[config.mk]
export PLATFORM = sky130hd
export DESIGN_NAME = addsub_multicycle
export DESIGN_NICKNAME = d
export VERILOG_FILES = /design/src/rtl/addsub_multicycle_pkg.sv /design/src/rtl/addsub_multicycle_add_chunk.sv /design/src/rtl/addsub_multicycle.sv
export SDC_FILE = /design/constraint.sdc
export NUM_CORES = 1
export LEC_CHECK = 0
export CELL_PAD_IN_SITES_DETAIL_PLACEMENT = 0
export CELL_PAD_IN_SITES_GLOBAL_PLACEMENT = 1
export CORE_ASPECT_RATIO = 0.9
export CORE_MARGIN = 2
export CORE_UTILIZATION = 45
export CTS_CLUSTER_SIZE = 40
export DETAILED_ROUTE_END_ITERATION = 12
export GPL_ROUTABILITY_DRIVEN = 0
export HOLD_SLACK_MARGIN = 0.06
export PLACE_DENSITY = 0.9
export SYNTH_ARGS = -nofsm -noshare
export SYNTH_HDL_FRONTEND = slang
export SYNTH_SLANG_ARGS = --single-unit
[constraint.sdc]
create_clock -name CLK -period 5.8 [get_ports CLK]
set_clock_uncertainty 0.15 [all_clocks]
set_input_delay 1.16 -clock CLK [delete_from_list [all_inputs] [get_ports CLK]]
set_output_delay 1.16 -clock CLK [all_outputs]
set_load 0.05 [all_outputs]
[src/rtl/addsub_multicycle_pkg.sv]
// Shared definitions for the multi-cycle add/subtract engine: state encoding
// and the slice-count / counter-width helpers used to size the top level.
package addsub_multicycle_pkg;

  typedef enum logic [1:0] {
    ST_IDLE = 2'd0,
    ST_RUN  = 2'd1,
    ST_DONE = 2'd2
  } state_e;

  function automatic int calc_nchunk(input int width, input int chunk);
    return (chunk < 1) ? 1 : width / chunk;
  endfunction

  // A single-slice configuration still needs a 1-bit counter to keep ranges legal.
  function automatic int cnt_width(input int n);
    return (n > 1) ? $clog2(n) : 1;
  endfunction

endpackage

[src/rtl/addsub_multicycle_add_chunk.sv]
// Combinational W-bit ripple adder for one slice; also exposes the carry into
// its top bit so the caller can form signed overflow on the final slice.
module add_chunk #(
  parameter int W = 4
) (
  input  logic [W-1:0] a,
  input  logic [W-1:0] b,
  input  logic         cin,
  output logic [W-1:0] sum,
  output logic         cout,
  output logic         c_msb_in
);

  logic [W:0] carry;

  always_comb begin
    // NOTE: every output of a combinational block gets a value before any
    // conditional logic, otherwise synthesis infers a latch to hold it.
    carry    = '0;
    sum      = '0;
    carry[0] = cin;
    for (int i = 0; i < W; i++) begin
      sum[i]       = a[i] ^ b[i] ^ carry[i];
      carry[i + 1] = (a[i] & b[i]) | (a[i] & carry[i]) | (b[i] & carry[i]);
    end
    cout     = carry[W];
    c_msb_in = carry[W-1];
  end

endmodule

[src/rtl/addsub_multicycle.sv]
// Multi-cycle two's-complement add/subtract: one CHUNK-bit slice per clock,
// LSB first, with start/ready request and valid/ack result handshakes.
module addsub_multicycle
  import addsub_multicycle_pkg::*;
#(
  parameter int WIDTH = 16,
  parameter int CHUNK = 4
) (
  input  logic             CLK,
  input  logic             RST_N,
  input  logic             START,
  input  logic             CTRL,
  input  logic [WIDTH-1:0] A,
  input  logic [WIDTH-1:0] B,
  output logic             READY,
  output logic             VALID,
  input  logic             ACK,
  output logic [WIDTH-1:0] S,
  output logic             C_OUT,
  output logic             OVF,
  output logic             ZERO,
  output logic             NEG
);

  if (CHUNK < 1) begin : g_bad_chunk
    $fatal(1, "addsub_multicycle: CHUNK must be at least 1");
  end else if (WIDTH % CHUNK != 0) begin : g_bad_width
    $fatal(1, "addsub_multicycle: WIDTH must be a multiple of CHUNK");
  end

  localparam int NCHUNK = calc_nchunk(WIDTH, CHUNK);
  localparam int CW     = cnt_width(NCHUNK);
  localparam logic [CW-1:0] LAST = CW'(NCHUNK - 1);

  state_e           state_q, state_d;
  logic [WIDTH-1:0] a_q, a_d;
  logic [WIDTH-1:0] b_q, b_d;
  logic             carry_q, carry_d;
  logic [CW-1:0]    cnt_q, cnt_d;
  logic [WIDTH-1:0] res_q, res_d;
  logic [WIDTH-1:0] s_q, s_d;
  logic             c_out_q, c_out_d;
  logic             ovf_q, ovf_d;
  logic             zero_q, zero_d;
  logic             neg_q, neg_d;

  int               slice_lsb;
  logic [CHUNK-1:0] a_slice, b_slice, sum_slice;
  logic             cout_slice, cmsb_slice;

  assign slice_lsb = CHUNK * int'(cnt_q);
  assign a_slice   = a_q[slice_lsb +: CHUNK];
  assign b_slice   = b_q[slice_lsb +: CHUNK];

  add_chunk #(.W(CHUNK)) u_add (
    .a        (a_slice),
    .b        (b_slice),
    .cin      (carry_q),
    .sum      (sum_slice),
    .cout     (cout_slice),
    .c_msb_in (cmsb_slice)
  );

  always_comb begin
    state_d = state_q;
    a_d     = a_q;
    b_d     = b_q;
    carry_d = carry_q;
    cnt_d   = cnt_q;
    res_d   = res_q;
    s_d     = s_q;
    c_out_d = c_out_q;
    ovf_d   = ovf_q;
    zero_d  = zero_q;
    neg_d   = neg_q;

    unique case (state_q)
      ST_IDLE: begin
        // Subtraction is A + ~B + 1: invert B once here, seed the carry with CTRL.
        if (START) begin
          a_d     = A;
          b_d     = B ^ {WIDTH{CTRL}};
          carry_d = CTRL;
          cnt_d   = '0;
          res_d   = '0;
          state_d = ST_RUN;
        end
      end
      ST_RUN: begin
        res_d[slice_lsb +: CHUNK] = sum_slice;
        carry_d = cout_slice;
        cnt_d   = cnt_q + CW'(1);
        // The visible result only changes once the whole word is assembled.
        if (cnt_q == LAST) begin
          s_d     = res_d;
          c_out_d = cout_slice;
          ovf_d   = cout_slice ^ cmsb_slice;
          zero_d  = (res_d == '0);
          neg_d   = res_d[WIDTH-1];
          cnt_d   = '0;
          state_d = ST_DONE;
        end
      end
      ST_DONE: begin
        if (ACK) state_d = ST_IDLE;
      end
      default: state_d = ST_IDLE;
    endcase
  end

  always_ff @(posedge CLK or negedge RST_N) begin
    if (!RST_N) begin
      state_q <= ST_IDLE;
      a_q     <= '0;
      b_q     <= '0;
      carry_q <= 1'b0;
      cnt_q   <= '0;
      res_q   <= '0;
      s_q     <= '0;
      c_out_q <= 1'b0;
      ovf_q   <= 1'b0;
      zero_q  <= 1'b0;
      neg_q   <= 1'b0;
    end else begin
      // NOTE: non-blocking assignments make every flop sample its _d value from
      // before the edge, so update order inside this block does not matter.
      state_q <= state_d;
      a_q     <= a_d;
      b_q     <= b_d;
      carry_q <= carry_d;
      cnt_q   <= cnt_d;
      res_q   <= res_d;
      s_q     <= s_d;
      c_out_q <= c_out_d;
      ovf_q   <= ovf_d;
      zero_q  <= zero_d;
      neg_q   <= neg_d;
    end
  end

  assign READY = (state_q == ST_IDLE);
  assign VALID = (state_q == ST_DONE);
  assign S     = s_q;
  assign C_OUT = c_out_q;
  assign OVF   = ovf_q;
  assign ZERO  = zero_q;
  assign NEG   = neg_q;

endmodule

==> results of run 1 <==
path summary, 6_finish.rpt:
kind | startpoint | to | slack, ns | cells after the start
max | cnt_q[0] | ZERO | 1.63 | 10
min | S[13] | S[13] | 0.33 | 2
max reg2reg | cnt_q[0] | ZERO | 1.63 | 10
min reg2reg | S[13] | S[13] | 0.33 | 2
max in group asynchronous | RST_N | b_q[12] | 4.04 | 2
min in group asynchronous | RST_N | S[13] | 0.87 | 2
flip-flops by register name, indices dropped and copies added, names as in the netlist:
signal   cells
S           16
a_q         16
b_q         16
res_q       16
cnt_q        2
state_q      2
C_OUT        1
OVF          1
ZERO         1
carry_q      1
cells in the final DEF, fill, tap and decap left out, types with 3 or more instances in the layout:
cell type	count
a21oi_1	21
fa_1	4
nor2b_1	17
a32o_1	6
inv_1	11
nor2_1	26
clkdlybuf4s50_1	57
a31oi_1	10
mux4_1	3
mux2_2	16
nand2b_1	5
clkbuf_8	10
ha_1	6
o21ai_0	22
dfrtp_1	72
o22ai_1	7
mux4_2	5
nand2_1	35
xnor2_1	17
cell type report:
| class | instances | area [µm²] |
|---|---|---|
| fillers | 705 | 3530 |
| flip-flops and latches | 72 | 1800 |
| multi-input cells | 228 | 1690 |
| repair buffers | 60 | 591 |
| clock buffers | 10 | 138 |
| well taps | 99 | 124 |
| clock inverters | 6 | 42.5 |
| inverters | 11 | 41.3 |
tightest hold or removal path: stages, from the launching register on:
cell and delay [ns]:
dfrtp_1 0.34, nand2_1 0.04, o21ai_0 0.06
cells by family (layout without fill, tap and decap cells):
| logic type | count (synthesis) | count (layout) | share of synthesized area, % |
|---|---|---|---|
| multiplexers | 26 | 26 | 10.7 |
| AO/OA/AOI/OAI | 80 | 80 | 13.8 |
| adder cells (fa/ha/maj) | 10 | 10 | 4.25 |
| AND/OR/NAND/NOR | 95 | 95 | 13.1 |
| buffers and inverters | 34 | 87 | 4.56 |
| flip-flops | 72 | 72 | 49.4 |
| XOR/XNOR | 17 | 17 | 4.08 |
metal layers:
metal	part of all wire (%)	routed length, µm	vias up	global-route usage (%)
li1	-	-	1263	-
met1	46	3430	1265	23.3
met2	48	3580	78	29.9
met3	4.7	350	12	4.38
met4	1.6	119	0	5.85
met5	0	0	-	0
per-stage QoR:
stage | hold slack (ns) | setup slack, ns
CTS | 0.338 | 1.64
finish | 0.329 | 1.63
floorplan | 0.312 | 2.15
detailed placement | 0.320 | 1.66
global placement | 0.312 | 1.79
global route | 0.357 | 1.38
power by group:
part	switching, mW	internal, mW	leakage, nW	total (mW)
Clock	0.196	0.168	0.0891	0.364
Sequential	0.167	0.723	0.904	0.890
Combinational	0.978	0.664	0.841	1.64
==> impl_metrics.ini, run 1 <==
[timing]
timing_max_transition_violations_final = 0
fin_setup_tns_ns = 0
finalSetupViolations = 0
grt_setup_unrepaired = no
tightest_slew_ns = 1.02
fmax_mhz = 240
final_min_period_over_clock_period_pct = 71.9
hold_viol = 0
fin_crit_ns = 4.17
relSlewSlack_pct = 31.9

[detailed_routing]
route.detailed.vias_per_inst = 5.39
via_count = 2618
routed_wl_um = 7480
initialDrtViolationCount = 115
drtPass1Iterations = 4
route.detailed.drc = 0
antenna_violating_nets_post_route = 0
post_drt_wl_per_cell_um = 15.4

[cts]
cts_tree = done
post_cts_hold_buffer_count = 0
cts-buffers-inserted = 9
cts-htree-levels = 3
clock_sink_count = 72
insertion_delay_ns = 0.35
clk_pin_slew_worst_paths_ns = 0.08
root_buffer = clkbuf_8
post_cts_resized = 0
postCtsSetupBuffers = 0
ctsLongestPathBuffers = 2

[worst_setup_path]
worstSetupEndpointType = register
worst_path_dominant_cell_family = adder cells
arrival_ns = 4.25
crit_slowest_cell = dfrtp_1
worst_path_largest_cell_delay_ns = 0.89
path_class = register to register
critPathMostFrequentCell = fa_1
critical_path_buf_inv_count = 1
timing.critical_path.cells = mux4_2 -> fa_1 -> inv_1 -> fa_1 -> fa_1 -> fa_1 -> nor2_1 -> a31oi_1 -> o211a_1 -> a32o_1
worst_setup_start_kind = register
worstPathRequired_ns = 5.88
critical_path.max_fanout = 21

[die]
placeableCoreArea_mm2 = 0.00795
design.die.area_mm2 = 0.00884
start_util_pct = 45.9
die_x_um = 98.9
io_pins = 59
chipHeight_um = 89.4
core.rowCount = 31

[finish]
final_non_filler_cell_total = 486
postLayoutCoreUtil_pct = 55.6
final_net_count = 429
layout-drive-gt1-share_pct = 11.4
final_cell_area_mm2 = 0.00442
layout-area-overhead-vs-synth_pct = 21.3
diodes = 0

[synthesis]
post_synth_instance_area_mm2 = 0.00365
synthesized_flop_and_latch_total = 72
post_synth_cell_types = 43
number_of_enable_flip_flop_cells_after_synthesis = 0
post_synth_inst_count = 334
synth-seq-area-share_pct = 49.4
synth.cells.most_frequent = dfrtp_1 (72), nand2_1 (35), nor2_1 (26)
mappedNetlistNets = 381
synth_area_leaders = dfrtp_1 (49%), mux2_2 (4.9%), xnor2_1 (4.1%)
synth-main-ff-cell = dfrtp_1
synthArstFlopShare_pct = 100
synth.yosys.warnings = 0
yosysTopAreaCell = dfrtp_1
count_leader_synth = dfrtp_1
syn_avg_cell_area_um2 = 10.9
synth.top_cell.area_share_pct = 49.4

[flow_run]
drv_cap = 0

[power]
p_leak_nw = 1.83
fin_total_pwr_mw = 2.90
max-vdd-ir-drop_uv = 296
powerDensity_mw_per_mm2 = 655

[global_route]
grt_pass1_vias = 2585
grt_first_pass_wirelength_um = 12400
antenna_found_initial = 0
track_usage_pct = 17.9
pin_count_of_the_biggest_net_entering_global_routing = 73
gr-total-overflow = 0

[placement]
dp.final_hpwl_um = 5180
placedInstanceArea_mm2 = 0.00424
port-buffer-count = 58
placed_instances = 470

[hold_path]
worstHoldPathType = register to register

[outcome]
status = finished, final reports clean
Note: power is estimated with default switching activity, not from simulation.
==> run 2: changes to the inputs <==
CORE_UTILIZATION = 42   (was 45)
PLACE_DENSITY = 0.86   (was 0.9)
clock period = 4.05 ns   (was 5.8 ns; I/O delays follow)
==> run 2 against run 1 <==
  * Total power up 46%
  * Maximum frequency is 14% higher
  * Die area is 6.8% higher
  * Largest cell class unchanged
  * Highest routed layer unchanged
==> impl_metrics.ini, run 2 (synthesized netlist as in run 1, its figures left out) <==
[cts]
root_buffer = clkbuf_8
insertion_delay_ns = 0.35
cts-htree-levels = 3
clk_pin_slew_worst_paths_ns = 0.08
ctsLongestPathBuffers = 2
cts_tree = done
cts-buffers-inserted = 9
post_cts_resized = 0
post_cts_hold_buffer_count = 0
postCtsSetupBuffers = 0
clock_sink_count = 72

[detailed_routing]
post_drt_wl_per_cell_um = 14.9
drtPass1Iterations = 4
routed_wl_um = 7620
route.detailed.vias_per_inst = 5.05
route.detailed.drc = 0
initialDrtViolationCount = 107
antenna_violating_nets_post_route = 0
via_count = 2578

[timing]
fin_setup_tns_ns = 0
final_min_period_over_clock_period_pct = 90.6
relSlewSlack_pct = 39.0
postLayoutSetupSlackWorst_ns = 0.381
finalSetupViolations = 0
timing_max_transition_violations_final = 0
hold_viol = 0
tightest_slew_ns = 0.913
grt_setup_unrepaired = no
fin_crit_ns = 3.67
fmax_mhz = 273

[worst_setup_path]
regToRegSetupSlack_ns = 0.38
worst_setup_start_kind = register
critical_path.max_fanout = 8
worstPathRequired_ns = 4.14
timing.rr.start = cnt_q[0]
worstReg2RegEnd = ZERO
path_class = register to register
arrival_ns = 3.76
worstSetupEndpointType = register
worst-r2r-cell-count = 10

[placement]
dp.final_hpwl_um = 5530
port-buffer-count = 58
worst_setup_slack_post_dpl_ns = 0.362
placed_instances = 495
placedInstanceArea_mm2 = 0.00432

[die]
design.die.area_mm2 = 0.00945
start_util_pct = 43.0
die_x_um = 102
io_pins = 59
placeableCoreArea_mm2 = 0.00849
core.rowCount = 32
chipHeight_um = 92.4

[power]
fin_total_pwr_mw = 4.23
powerDensity_mw_per_mm2 = 942
p_leak_nw = 1.85
max-vdd-ir-drop_uv = 454

[finish]
mostFrequentLayoutCells = dfrtp_1 (72), clkdlybuf4s50_1 (57), nand2_1 (35), nor2_1 (26), o21ai_0 (22)
layout_commonest_cell = dfrtp_1
final_non_filler_cell_total = 511
layout-drive-gt1-share_pct = 12.2
layout-area-overhead-vs-synth_pct = 23.1
final_net_count = 434
diodes = 0
final_cell_area_mm2 = 0.00449

[hold_path]
worstHoldPathType = input port to async pin

[outcome]
status = finished, final reports clean

[global_route]
track_usage_pct = 17.9
pin_count_of_the_biggest_net_entering_global_routing = 54
antenna_found_initial = 0
grt_pass1_vias = 2730
grt_first_pass_wirelength_um = 13100
gr-total-overflow = 0

[flow_run]
drv_cap = 0
run 2: cell types whose count changed in the layout (fill, tap and decap cells not counted):
cell        previous run  this run
clkbuf_1               0         1
clkbuf_8              10         9
buf_12                 0         1
clkinv_2               2         1
inv_6                  2         1
buf_4                  2         6
clkinvlp_4             2         3
clkinv_4               0         1
run 2: how the worst max path moves through the flow:
| stage | start | endpoint | slack [ns] | cells after the start |
|---|---|---|---|---|
| after floorplan | cnt_q[0] | ZERO | 0.40 | 12 |
| after global placement | cnt_q[0] | ZERO | 0.48 | 10 |
| after detailed placement | cnt_q[0] | ZERO | 0.36 | 10 |
| after CTS | cnt_q[0] | ZERO | 0.36 | 10 |
| after global routing | cnt_q[0] | ZERO | 0.16 | 10 |
| final | cnt_q[0] | ZERO | 0.38 | 10 |
run 2: critical path: stages (launching register included):
cell      delay (ns)
dfrtp_1         0.59
mux4_2          0.58
fa_1            0.41
inv_1           0.08
fa_1            0.18
fa_1            0.23
fa_1            0.51
and4b_1         0.24
o22ai_1         0.13
and4bb_1        0.23
a32o_1          0.24
run 2: metal layers:
layer,vias up,routed length (µm),track usage (%)
met1,1237,3420,23.3
met2,61,3740,29.6
met5,-,0,0
met3,7,364,5.28
met4,0,85,4.11
li1,1273,-,-
run 2: power breakdown:
group / switching, mW / internal [mW] / total [mW]
Sequential: 0.221 / 1.04 / 1.26
Clock: 0.283 / 0.224 / 0.507
Combinational: 1.45 / 1.02 / 2.46
run 2: metrics by stage:
| stage | hold slack [ns] | util, % |
|---|---|---|
| 2_1_floorplan | 0.312 | - |
| 3_3_place_gp | 0.311 | 50.9 |
| 3_5_place_dp | 0.319 | 50.9 |
| 4_1_cts | 0.303 | 52.9 |
| 5_1_grt | 0.328 | 52.9 |
| 6_report | 0.291 | 52.9 |
run 2: final cells by class:
type / count / area (µm²)
Clock buffer: 10 / 128
Sequential cell: 72 / 1800
Multi-Input combinational cell: 228 / 1690
Inverter: 11 / 41.3
Clock inverter: 6 / 45.0
Tap cell: 119 / 149
Fill cell: 806 / 4000
Timing Repair Buffer: 65 / 641
